===== src/rtl/dram_cycle_monitor_if.sv =====
// Amiga DRAM strobe bus and classification results for dram_cycle_monitor.
// master drives the raw strobes and err_clr; slave is the monitor.
interface dram_cycle_monitor_if #(
  parameter int REFRESH_CNT_W = 16
);
  logic                     RAS_n;
  logic                     CASU_n;
  logic                     CASL_n;
  logic                     WE_n;
  logic                     err_clr;
  logic                     cycle_strobe;
  logic [1:0]               cycle_type;
  logic [1:0]               byte_lanes;
  logic                     refresh_gate_n;
  logic [REFRESH_CNT_W-1:0] refresh_count;
  logic                     protocol_err;
  logic                     refresh_timeout;

  modport master (
    output RAS_n, CASU_n, CASL_n, WE_n, err_clr,
    input  cycle_strobe, cycle_type, byte_lanes, refresh_gate_n,
           refresh_count, protocol_err, refresh_timeout
  );

  modport slave (
    input  RAS_n, CASU_n, CASL_n, WE_n, err_clr,
    output cycle_strobe, cycle_type, byte_lanes, refresh_gate_n,
           refresh_count, protocol_err, refresh_timeout
  );
endinterface


===== src/rtl/dram_cycle_monitor.sv =====
// Classifies Amiga DRAM cycles (read/write/RAS-only/CBR) from synchronized strobes.
// Define REFRESH_WATCHDOG_EN to build the refresh watchdog behind refresh_timeout.
module dram_cycle_monitor #(
  parameter int SYNC_STAGES     = 2,
  parameter int CBR_WINDOW      = 8,
  parameter int REFRESH_CNT_W   = 16,
  parameter int REFRESH_TIMEOUT = 4096
) (
  input  logic                 clk,
  input  logic                 reset_n,
  dram_cycle_monitor_if.slave  bus
);
  localparam int WIN_W = $clog2(CBR_WINDOW + 1);

  typedef enum logic [2:0] {DRAIN, IDLE, ROW, ACCESS, CBR_PEND, CBR_ACT} state_t;

  logic [SYNC_STAGES-1:0][3:0] r_sync;
  logic [SYNC_STAGES-1:0]      r_prime;
  logic [3:0]                  w_raw, w_s;
  logic                        w_ras_s, w_we_s, w_cas, w_all_hi, w_last;
  logic [1:0]                  w_cas_lo;
  logic                        w_ref_ev, w_err_ev;

  state_t                      r_state;
  logic [WIN_W-1:0]            r_win;
  logic                        r_strobe, r_gate_n, r_perr;
  logic [1:0]                  r_type, r_lanes;
  logic [REFRESH_CNT_W-1:0]    r_count;

  assign w_raw    = {bus.RAS_n, bus.CASU_n, bus.CASL_n, bus.WE_n};
  assign w_s      = r_sync[SYNC_STAGES-1];
  assign w_ras_s  = w_s[3];
  assign w_cas_lo = {~w_s[2], ~w_s[1]};
  assign w_cas    = |w_cas_lo;
  assign w_we_s   = w_s[0];
  assign w_all_hi = w_ras_s & ~w_cas;
  assign w_last   = (r_win == WIN_W'(CBR_WINDOW - 1));

  // r_prime marks when the last sync stage holds sampled data rather than its
  // reset value, so a cycle in flight at reset release is never seen as idle.
  always_ff @(posedge clk or negedge reset_n) begin
    if (!reset_n) begin
      r_sync  <= '1;
      r_prime <= '0;
    end else begin
      r_sync  <= {r_sync[SYNC_STAGES-2:0], w_raw};
      r_prime <= {r_prime[SYNC_STAGES-2:0], 1'b1};
    end
  end

  always_comb begin
    w_ref_ev = 1'b0;
    w_err_ev = 1'b0;
    case (r_state)
      ROW:      w_ref_ev = ~w_cas & w_ras_s;
      CBR_PEND: begin
        w_ref_ev = ~w_ras_s;
        w_err_ev = w_ras_s & (~w_cas | w_last);
      end
      default: ;
    endcase
  end

  always_ff @(posedge clk or negedge reset_n) begin
    if (!reset_n) begin
      r_state  <= DRAIN;
      r_win    <= '0;
      r_strobe <= 1'b0;
      r_type   <= 2'b00;
      r_lanes  <= 2'b00;
      r_gate_n <= 1'b1;
    end else begin
      r_strobe <= 1'b0;
      case (r_state)
        DRAIN: if (r_prime[SYNC_STAGES-1] && w_all_hi) r_state <= IDLE;
        IDLE: begin
          if (!w_ras_s) r_state <= ROW;
          else if (w_cas) begin
            r_state <= CBR_PEND;
            r_win   <= '0;
          end
        end
        ROW: begin
          if (w_cas) begin
            r_strobe <= 1'b1;
            r_type   <= {1'b0, ~w_we_s};
            r_lanes  <= w_cas_lo;
            r_state  <= ACCESS;
          end else if (w_ras_s) begin
            r_strobe <= 1'b1;
            r_type   <= 2'b10;
            r_lanes  <= 2'b00;
            r_state  <= IDLE;
          end
        end
        ACCESS: if (w_all_hi) r_state <= IDLE;
        CBR_PEND: begin
          if (!w_ras_s) begin
            r_strobe <= 1'b1;
            r_type   <= 2'b11;
            r_lanes  <= 2'b00;
            r_gate_n <= 1'b0;
            r_state  <= CBR_ACT;
          end else if (!w_cas) r_state <= IDLE;
          else if (w_last)     r_state <= DRAIN;
          else                 r_win   <= r_win + 1'b1;
        end
        CBR_ACT: begin
          if (w_all_hi) begin
            r_gate_n <= 1'b1;
            r_state  <= IDLE;
          end
        end
        default: r_state <= DRAIN;
      endcase
    end
  end

  // A set event beats a simultaneous clear.
  always_ff @(posedge clk or negedge reset_n) begin
    if (!reset_n) begin
      r_count <= '0;
      r_perr  <= 1'b0;
    end else begin
      if (w_ref_ev && r_count != '1) r_count <= r_count + 1'b1;
      if (w_err_ev)         r_perr <= 1'b1;
      else if (bus.err_clr) r_perr <= 1'b0;
    end
  end

`ifdef REFRESH_WATCHDOG_EN
  localparam int WD_W = $clog2(REFRESH_TIMEOUT + 1);
  logic [WD_W-1:0] r_wd;
  logic            r_tmo;

  always_ff @(posedge clk or negedge reset_n) begin
    if (!reset_n) begin
      r_wd  <= '0;
      r_tmo <= 1'b0;
    end else begin
      if (w_ref_ev) r_wd <= '0;
      else if (r_wd != WD_W'(REFRESH_TIMEOUT)) r_wd <= r_wd + 1'b1;
      if (!w_ref_ev && r_wd >= WD_W'(REFRESH_TIMEOUT - 1)) r_tmo <= 1'b1;
      else if (bus.err_clr)                                  r_tmo <= 1'b0;
    end
  end

  assign bus.refresh_timeout = r_tmo;
`else
  localparam int unused_timeout = REFRESH_TIMEOUT;
  assign bus.refresh_timeout = 1'b0;
`endif

  assign bus.cycle_strobe   = r_strobe;
  assign bus.cycle_type     = r_type;
  assign bus.byte_lanes     = r_lanes;
  assign bus.refresh_gate_n = r_gate_n;
  assign bus.refresh_count  = r_count;
  assign bus.protocol_err   = r_perr;
endmodule


===== src/flat_wrapper.sv =====
// flat-port wrapper written by rule: the top's interface ports become plain ports
module dram_cycle_monitor_flat 
#(
  parameter int SYNC_STAGES     = 2,
  parameter int CBR_WINDOW      = 8,
  parameter int REFRESH_CNT_W   = 16,
  parameter int REFRESH_TIMEOUT = 4096
)
  (clk, reset_n, bus_RAS_n, bus_CASU_n, bus_CASL_n, bus_WE_n, bus_err_clr, bus_cycle_strobe, bus_cycle_type, bus_byte_lanes, bus_refresh_gate_n, bus_refresh_count, bus_protocol_err, bus_refresh_timeout);
  dram_cycle_monitor_if #(.REFRESH_CNT_W(REFRESH_CNT_W)) bus_i ();
  input  logic clk;
  input  logic reset_n;
  input wire logic [$bits(bus_i.RAS_n)-1:0] bus_RAS_n;
  input wire logic [$bits(bus_i.CASU_n)-1:0] bus_CASU_n;
  input wire logic [$bits(bus_i.CASL_n)-1:0] bus_CASL_n;
  input wire logic [$bits(bus_i.WE_n)-1:0] bus_WE_n;
  input wire logic [$bits(bus_i.err_clr)-1:0] bus_err_clr;
  output wire logic [$bits(bus_i.cycle_strobe)-1:0] bus_cycle_strobe;
  output wire logic [$bits(bus_i.cycle_type)-1:0] bus_cycle_type;
  output wire logic [$bits(bus_i.byte_lanes)-1:0] bus_byte_lanes;
  output wire logic [$bits(bus_i.refresh_gate_n)-1:0] bus_refresh_gate_n;
  output wire logic [$bits(bus_i.refresh_count)-1:0] bus_refresh_count;
  output wire logic [$bits(bus_i.protocol_err)-1:0] bus_protocol_err;
  output wire logic [$bits(bus_i.refresh_timeout)-1:0] bus_refresh_timeout;
  assign bus_i.RAS_n = bus_RAS_n;
  assign bus_i.CASU_n = bus_CASU_n;
  assign bus_i.CASL_n = bus_CASL_n;
  assign bus_i.WE_n = bus_WE_n;
  assign bus_i.err_clr = bus_err_clr;
  assign bus_cycle_strobe = bus_i.cycle_strobe;
  assign bus_cycle_type = bus_i.cycle_type;
  assign bus_byte_lanes = bus_i.byte_lanes;
  assign bus_refresh_gate_n = bus_i.refresh_gate_n;
  assign bus_refresh_count = bus_i.refresh_count;
  assign bus_protocol_err = bus_i.protocol_err;
  assign bus_refresh_timeout = bus_i.refresh_timeout;
  dram_cycle_monitor #(.SYNC_STAGES(SYNC_STAGES), .CBR_WINDOW(CBR_WINDOW), .REFRESH_CNT_W(REFRESH_CNT_W), .REFRESH_TIMEOUT(REFRESH_TIMEOUT)) u_core (.clk(clk), .reset_n(reset_n), .bus(bus_i));
endmodule

===== config.mk =====
export PLATFORM = sky130hd
export DESIGN_NAME = dram_cycle_monitor_flat
export DESIGN_NICKNAME = d
export VERILOG_FILES = /design/src/rtl/dram_cycle_monitor_if.sv /design/src/rtl/dram_cycle_monitor.sv /design/src/flat_wrapper.sv
export SDC_FILE = /design/constraint.sdc
export NUM_CORES = 1
export LEC_CHECK = 0
export CORE_AREA = 2 2 63 59
export CTS_BUF_LIST = sky130_fd_sc_hd__clkbuf_4 sky130_fd_sc_hd__clkbuf_8 sky130_fd_sc_hd__clkbuf_16
export DETAILED_ROUTE_END_ITERATION = 8
export DIE_AREA = 0 0 65 61
export PLACE_DENSITY = 0.86
export SKIP_CTS_REPAIR_TIMING = 1
export SYNTH_ARGS = -nofsm -noshare
export SYNTH_HDL_FRONTEND = slang
export SYNTH_SLANG_ARGS = --single-unit

===== constraint.sdc =====
create_clock -name clk -period 3.2 [get_ports clk]
set_input_delay 0.48 -clock clk [delete_from_list [all_inputs] [get_ports clk]]
set_output_delay 0.48 -clock clk [all_outputs]
set_load 0.02 [all_outputs]

==> results.sh, run 1 <==
export IMPL_run_status="finished clean"
export IMPL_cts_root_buf="sky130_fd_sc_hd__clkbuf_8"
export IMPL_grt_ovfl_total=0
export IMPL_yosys_top_cells_area="sky130_fd_sc_hd__dfrtp_1 44%, sky130_fd_sc_hd__dfstp_2 13%, sky130_fd_sc_hd__nand2_1 4.2%"
export IMPL_post_synth_top_area_share_pct=43.5
export IMPL_post_place_setup_slack_ns=1.13
export IMPL_worst_endpoint_arrival_ns=2.33
export IMPL_worstPathRequired_ns=3.41
export IMPL_routed_via_count=1321
export IMPL_row_count=20
export IMPL_wl_per_cell_um=14.7
export IMPL_core_area_sq_um=3280
export IMPL_max_cap_viol_count=0
export IMPL_reg2reg_slack_ns=1.09
export IMPL_critPathCaptureType="flop"
export IMPL_layout_cells_non_filler=241
export IMPL_timing_final_hold_violations=0
export IMPL_asyncSetResetFlopFracSynth_pct=100
export IMPL_fp_dieH_um=61
export IMPL_tritonroute_pass_1_iters=4
export IMPL_setup_tns_ns=0
export IMPL_yosysUniqueCellTypes=40
export IMPL_floorplan_initialDensity_pct=54.4
export IMPL_grt_max_degree=41
export IMPL_cts_path_max_buffers=2
export IMPL_synthesized_area_sq_um=1780
export IMPL_worst_slew_slack_as_a_fraction_of_its_limit_pct=43.5
export IMPL_clk_pin_slew_worst_paths_ns=0.08
export IMPL_first_global_vias=1309
export IMPL_route_antenna_remaining_nets=0
export IMPL_cts_buffers=5
export IMPL_hold_class="in -> async"
export IMPL_synth_edf_count=0
export IMPL_yosys_most_used_dff="sky130_fd_sc_hd__dfrtp_1"
export IMPL_syn_mean_instance_area_sq_um=10.7
export IMPL_irDropWorstVdd_mv=0.623
export IMPL_area_growth_pct=22.0
export IMPL_netlist_instances=167
export IMPL_drive_gt1_share_pct=13.2
export IMPL_dieWidth_um=65
export IMPL_power_combinational_fraction_pct=29.8
export IMPL_dp_cells=233
export IMPL_io_pin_count=31
export IMPL_netSwitchingFraction_pct=34.6
export IMPL_number_of_violations_reported_at_the_end_of_detailed_routing_iteration_0=52
export IMPL_level_count_of_the_clock_h_tree=2
export IMPL_synthMostInstantiatedCell="sky130_fd_sc_hd__dfrtp_1"
export IMPL_grt_first_pass_wirelength_um=5900
export IMPL_totalWireLength_um=3540
export IMPL_finalClockSkew_ns=0.00820
export IMPL_grt_util_all_layers_pct=20.2
export IMPL_netSwitchingPower_mw=0.525
export IMPL_cp_start_kind="flop"
export IMPL_power_static_leakage_nw=0.922
export IMPL_mappedNetlistNets=176
export IMPL_worst_skew_pair_late_latency_ns=0.29
export IMPL_synthDominantAreaCellType="sky130_fd_sc_hd__dfrtp_1"
export IMPL_cts_tree="built"
export IMPL_dpl_hpwl_um=2440
export IMPL_finalWeightedCongestion=0.855
export IMPL_power_density_nw_per_um2=697
export IMPL_buffer_ports_inserted=29
export IMPL_transition_time_at_the_pin_with_the_least_slew_margin_ns=0.848
export IMPL_report_final_setup_viol=0
export IMPL_post_route_drc_count=0
export IMPL_slew_viol_final=0
export IMPL_seq_power_share_pct=47.8
export IMPL_post_route_period_util_pct=66.1
export IMPL_antennaDiodeCount=0
export IMPL_p_clk_share_pct=22.4
export IMPL_fp_dieArea_sq_um=3970
export IMPL_postPlaceCellArea_sq_um=2080
export IMPL_p_int_mw=0.993
export IMPL_yosysWarnings=0
export IMPL_criticalPathCategory="reg -> reg"
export IMPL_postSynthRegisterBits=40
export IMPL_worst_slack_ns=1.09
export IMPL_finish_net_count=205
export IMPL_fin_crit_ns=2.11
export IMPL_unrepaired_setup_endpoints_after_global_routing="false"
export IMPL_initial_antenna_violation_count=0
export IMPL_vias_per_cell=5.48
export IMPL_sequential_area_share_after_synthesis_pct=56.8
export IMPL_crit_path_max_fanout=13
export IMPL_final_cell_area_sq_um=2180
export IMPL_fmaxAchievable_ghz=0.473
export IMPL_synth_commonest_cells="31 x sky130_fd_sc_hd__dfrtp_1, 20 x sky130_fd_sc_hd__nand2_1, 15 x sky130_fd_sc_hd__nor2_1"
export IMPL_numClockSinks=40
## power groups by stage
stage          Combinational (mW)  Sequential, mW  Clock, mW
2_1_floorplan               0.264           0.745          0
3_3_place_gp                0.433           0.714          0
6_report                    0.453           0.725      0.340
3_5_place_dp                0.452           0.727          0
4_1_cts                     0.457           0.720      0.350
5_1_grt                     0.496           0.748      0.372
## placed cells by master, fill, tap and decap left out, types with 3 or more instances in the layout
| cell | Yosys | routed |
|---|---|---|
| sky130_fd_sc_hd__nor2_1 | 15 | 15 |
| sky130_fd_sc_hd__nand2_1 | 20 | 20 |
| sky130_fd_sc_hd__inv_1 | 6 | 6 |
| sky130_fd_sc_hd__a21oi_1 | 5 | 5 |
| sky130_fd_sc_hd__xnor2_1 | 5 | 5 |
| sky130_fd_sc_hd__nor3_1 | 5 | 5 |
| sky130_fd_sc_hd__clkbuf_8 | 0 | 6 |
| sky130_fd_sc_hd__nand3_1 | 4 | 4 |
| sky130_fd_sc_hd__o21ai_0 | 9 | 9 |
| sky130_fd_sc_hd__dfrtp_1 | 31 | 31 |
| sky130_fd_sc_hd__clkdlybuf4s50_1 | 0 | 28 |
| sky130_fd_sc_hd__nand4_1 | 5 | 5 |
| sky130_fd_sc_hd__nand2b_1 | 3 | 3 |
| sky130_fd_sc_hd__o22ai_1 | 3 | 3 |
| sky130_fd_sc_hd__mux2_2 | 3 | 3 |
| sky130_fd_sc_hd__dfstp_2 | 9 | 9 |
| sky130_fd_sc_hd__xor2_1 | 8 | 8 |
## cell families after synthesis
family | share of synthesized area (%)
buffers and inverters | 3.51
and+or+nand+nor | 20.2
other | 0.421
AOI/OAI and AO/OA | 9.40
xor gates and xnor gates | 6.39
adders and majority gates | 1.40
DFF | 56.8
muxes | 1.89
## stage by stage
step / hold WS [ns] / utilization (%) / total power [mW]
after floorplan: 0.184 / - / 1.01
after global placement: 0.338 / 63.5 / 1.15
after detailed placement: 0.335 / 63.5 / 1.18
after CTS: 0.308 / 66.4 / 1.53
after global routing: 0.341 / 66.4 / 1.62
final: 0.288 / 66.4 / 1.52
## sequential cells by signal, summed over array words and instances (netlist names)
register                   flops
u_core.r_sync                  4
u_core.r_win                   4
u_core.bus.protocol_err        1
u_core.r_state                 3
u_core.bus.cycle_type          2
u_core.bus.cycle_strobe        1
u_core.bus.refresh_gate_n      1
u_core.bus.byte_lanes          2
u_core.r_prime                 2
u_core.w_s                     4
u_core.bus.refresh_count      16
## cell type report
class / count / area [sq um]
Sequential cell: 40 / 1010
Clock inverter: 2 / 10.0
Multi-Input combinational cell: 114 / 708
Timing Repair Buffer: 29 / 285
Fill cell: 246 / 1100
Inverter: 6 / 22.5
Tap cell: 44 / 55.1
Clock buffer: 6 / 82.6
## path summary, 6_finish.rpt
check,start,end,cells past startpoint
setup / recovery,u_core.r_state[2],u_core.bus.refresh_count[13],5
hold / removal,reset_n,u_core.bus.byte_lanes[0],1
setup reg to reg,u_core.r_state[2],u_core.bus.refresh_count[13],5
hold reg to reg,u_core.r_prime[0],u_core.r_prime[1],0
max in group asynchronous,reset_n,u_core.bus.refresh_count[13],1
min in group clk,u_core.r_prime[0],u_core.r_prime[1],0
## critical path, cell delays in order, from the launching register on
cell                      delay [ns]
sky130_fd_sc_hd__dfrtp_1        0.56
sky130_fd_sc_hd__or3b_1         0.53
sky130_fd_sc_hd__o22ai_4        0.27
sky130_fd_sc_hd__nand3_2        0.20
sky130_fd_sc_hd__nor3_1         0.29
sky130_fd_sc_hd__xor2_1         0.18
## per-layer routing
layer	vias up	global-route usage, %	part of all wire [%]
met4	0	11.2	2.0
met3	8	6.49	4.4
met1	649	24.3	42
met2	37	32.7	51
li1	627	-	-
met5	-	0	0
Power figures use the tool's default switching activity.
==> inputs of run 2 (changes only) <==
Settings changed: CORE_AREA 2 2 63 59 to 2 2 68 64, DIE_AREA 0 0 65 61 to 0 0 70 66, PLACE_DENSITY 0.86 to 0.77.
Clock period 3.2 ns to 1.82 ns, I/O delays scaled along.
==> results.sh, run 2 (same netlist as run 1, synthesis figures left out) <==
export IMPL_total_power_mw=3.01
export IMPL_floorplan_initialDensity_pct=45.6
export IMPL_totalWireLength_um=3410
export IMPL_run_status="finished clean"
export IMPL_reg2reg_slack_ns=0.02
export IMPL_report_final_setup_viol=0
export IMPL_numClockSinks=40
export IMPL_critPathCaptureType="flop"
export IMPL_power_density_nw_per_um2=1230
export IMPL_layout_common_cells="28 x sky130_fd_sc_hd__clkdlybuf4s50_1, 27 x sky130_fd_sc_hd__dfrtp_1, 21 x sky130_fd_sc_hd__buf_4"
export IMPL_drive_gt1_share_pct=26.8
export IMPL_buffer_ports_inserted=29
export IMPL_cts_path_max_buffers=2
export IMPL_crit_path_max_fanout=7
export IMPL_clk_pin_slew_worst_paths_ns=0.07
export IMPL_critical_path_reg2reg_startpoint="u_core.r_state[0]"
export IMPL_number_of_violations_reported_at_the_end_of_detailed_routing_iteration_0=67
export IMPL_min_from="u_core.r_prime[0]"
export IMPL_antennaDiodeCount=0
export IMPL_fp_dieH_um=66
export IMPL_io_pin_count=31
export IMPL_power_combinational_fraction_pct=35.0
export IMPL_netSwitchingPower_mw=0.927
export IMPL_grt_ovfl_total=0
export IMPL_cp_start_kind="flop"
export IMPL_cts_root_buf="sky130_fd_sc_hd__clkbuf_8"
export IMPL_route_antenna_remaining_nets=0
export IMPL_fin_crit_ns=1.80
export IMPL_grt_max_degree=22
export IMPL_layout_commonest_cell="sky130_fd_sc_hd__clkdlybuf4s50_1"
export IMPL_irDropWorstVdd_mv=0.766
export IMPL_timing_hold_worst_path_depth=0
export IMPL_r2r_worst_path_cells=5
export IMPL_worstHoldEndpoint="u_core.r_prime[1]"
export IMPL_unrepaired_setup_endpoints_after_global_routing="true"
export IMPL_max_cap_viol_count=0
export IMPL_fp_dieArea_sq_um=4620
export IMPL_tritonroute_pass_1_iters=4
export IMPL_layout_cells_non_filler=268
export IMPL_row_count=22
export IMPL_worst_path_buf_inv=0
export IMPL_netSwitchingFraction_pct=30.8
export IMPL_finalWeightedCongestion=0.905
export IMPL_timing_rr_end="u_core.bus.refresh_count[14]"
export IMPL_cts_buffers=5
export IMPL_dpl_hpwl_um=2510
export IMPL_setup_tns_ns=0
export IMPL_largest_reg_flops=16
export IMPL_area_growth_pct=36.7
export IMPL_p_clk_share_pct=25.7
export IMPL_initial_antenna_violation_count=0
export IMPL_post_route_drc_count=0
export IMPL_finalClockSkew_ns=0.00611
export IMPL_core_area_sq_um=3910
export IMPL_seq_power_share_pct=39.3
export IMPL_dp_cells=257
export IMPL_worst_skew_pair_late_latency_ns=0.29
export IMPL_first_global_vias=1253
export IMPL_worstPathRequired_ns=1.99
export IMPL_slew_viol_final=0
export IMPL_timing_critical_path_slowest_cell_delay_ns=0.42
export IMPL_p_int_mw=2.08
export IMPL_worst_endpoint_arrival_ns=1.98
export IMPL_finish_net_count=228
export IMPL_vias_per_cell=5.09
export IMPL_top_delay_family_on_crit_path="simple AND/OR/NAND/NOR gates"
export IMPL_routed_via_count=1365
export IMPL_power_static_leakage_nw=1.05
export IMPL_final_core_utilization_pct=62.4
export IMPL_hold_class="reg -> reg"
export IMPL_post_route_period_util_pct=99.0
export IMPL_cp_cell_instances="or3b_4 > o22ai_4 > nand3_2 > nor2b_2 > mux2_4"
export IMPL_grt_util_all_layers_pct=16.3
export IMPL_crit_slowest_cell="sky130_fd_sc_hd__or3b_4"
export IMPL_wl_per_cell_um=12.7
export IMPL_dieWidth_um=70
export IMPL_timing_final_hold_violations=0
export IMPL_fmaxAchievable_ghz=0.555
export IMPL_level_count_of_the_clock_h_tree=2
export IMPL_grt_first_pass_wirelength_um=5810
export IMPL_criticalPathCategory="reg -> reg"
export IMPL_cts_tree="built"
run 2: cell types whose count changed in the layout (fill, tap and decap cells not counted), sizes merged:
cell,previous run,this run
buf,1,23
clkbuf,6,7
clkinv,2,0
dlygate4sd3,0,1
bufinv,0,1
run 2: how the worst max path moves through the flow:
stage,cells past startpoint,start,endpoint
floorplan,7,u_core.r_state[1],u_core.bus.refresh_count[14]
global placement,5,u_core.r_state[1],u_core.bus.refresh_count[14]
detailed placement,5,u_core.r_state[1],u_core.bus.refresh_count[14]
CTS,5,u_core.r_state[1],u_core.bus.refresh_count[14]
global route,5,u_core.r_state[0],u_core.bus.refresh_count[13]
finish,5,u_core.r_state[0],u_core.bus.refresh_count[14]
run 2: area by class of cell:
| cell class | count | area (sq um) |
|---|---|---|
| fillers | 322 | 1470 |
| flip-flops and latches | 40 | 1020 |
| multi-input cells | 114 | 738 |
| repair buffers | 52 | 473 |
| clock buffers | 7 | 96.3 |
| well taps | 48 | 60.1 |
| clock inverters | 1 | 30.0 |
| inverters | 6 | 22.5 |
run 2: through the flow:
step / hold slack (ns) / area [sq um] / setup WS (ns)
global placement: 0.259 / 2260 / 0.0463
CTS: -0.0494 / 2380 / -0.0326
global route: 0.361 / 2440 / -0.0506
floorplan: -0.0226 / 1800 / -0.0754
finish: 0.356 / 2440 / 0.0183
detailed placement: 0.261 / 2260 / -0.00869
run 2: power groups by stage:
stage / registers, mW / clock network (mW) / logic [mW]
floorplan: 1.32 / 0 / 0.489
detailed placement: 1.19 / 0 / 1.01
global route: 1.21 / 0.831 / 1.15
finish: 1.18 / 0.772 / 1.05
CTS: 1.18 / 0.790 / 1.02
global placement: 1.19 / 0 / 1.00
run 2: routing by layer:
| metal | GRT usage [%] | up-vias | part of all wire, % |
|---|---|---|---|
| met3 | 4.42 | 5 | 4.3 |
| met5 | 0 | - | 0 |
| li1 | - | 674 | - |
| met1 | 22.3 | 662 | 49 |
| met4 | 6.49 | 0 | 1.1 |
| met2 | 24.8 | 24 | 45 |
run 2: worst register-to-register path: stages, from the launching register on:
cell and delay, ns:
sky130_fd_sc_hd__dfrtp_1 0.40, sky130_fd_sc_hd__or3b_4 0.42, sky130_fd_sc_hd__o22ai_4 0.26, sky130_fd_sc_hd__nand3_2 0.15, sky130_fd_sc_hd__nor2b_2 0.16, sky130_fd_sc_hd__mux2_4 0.31
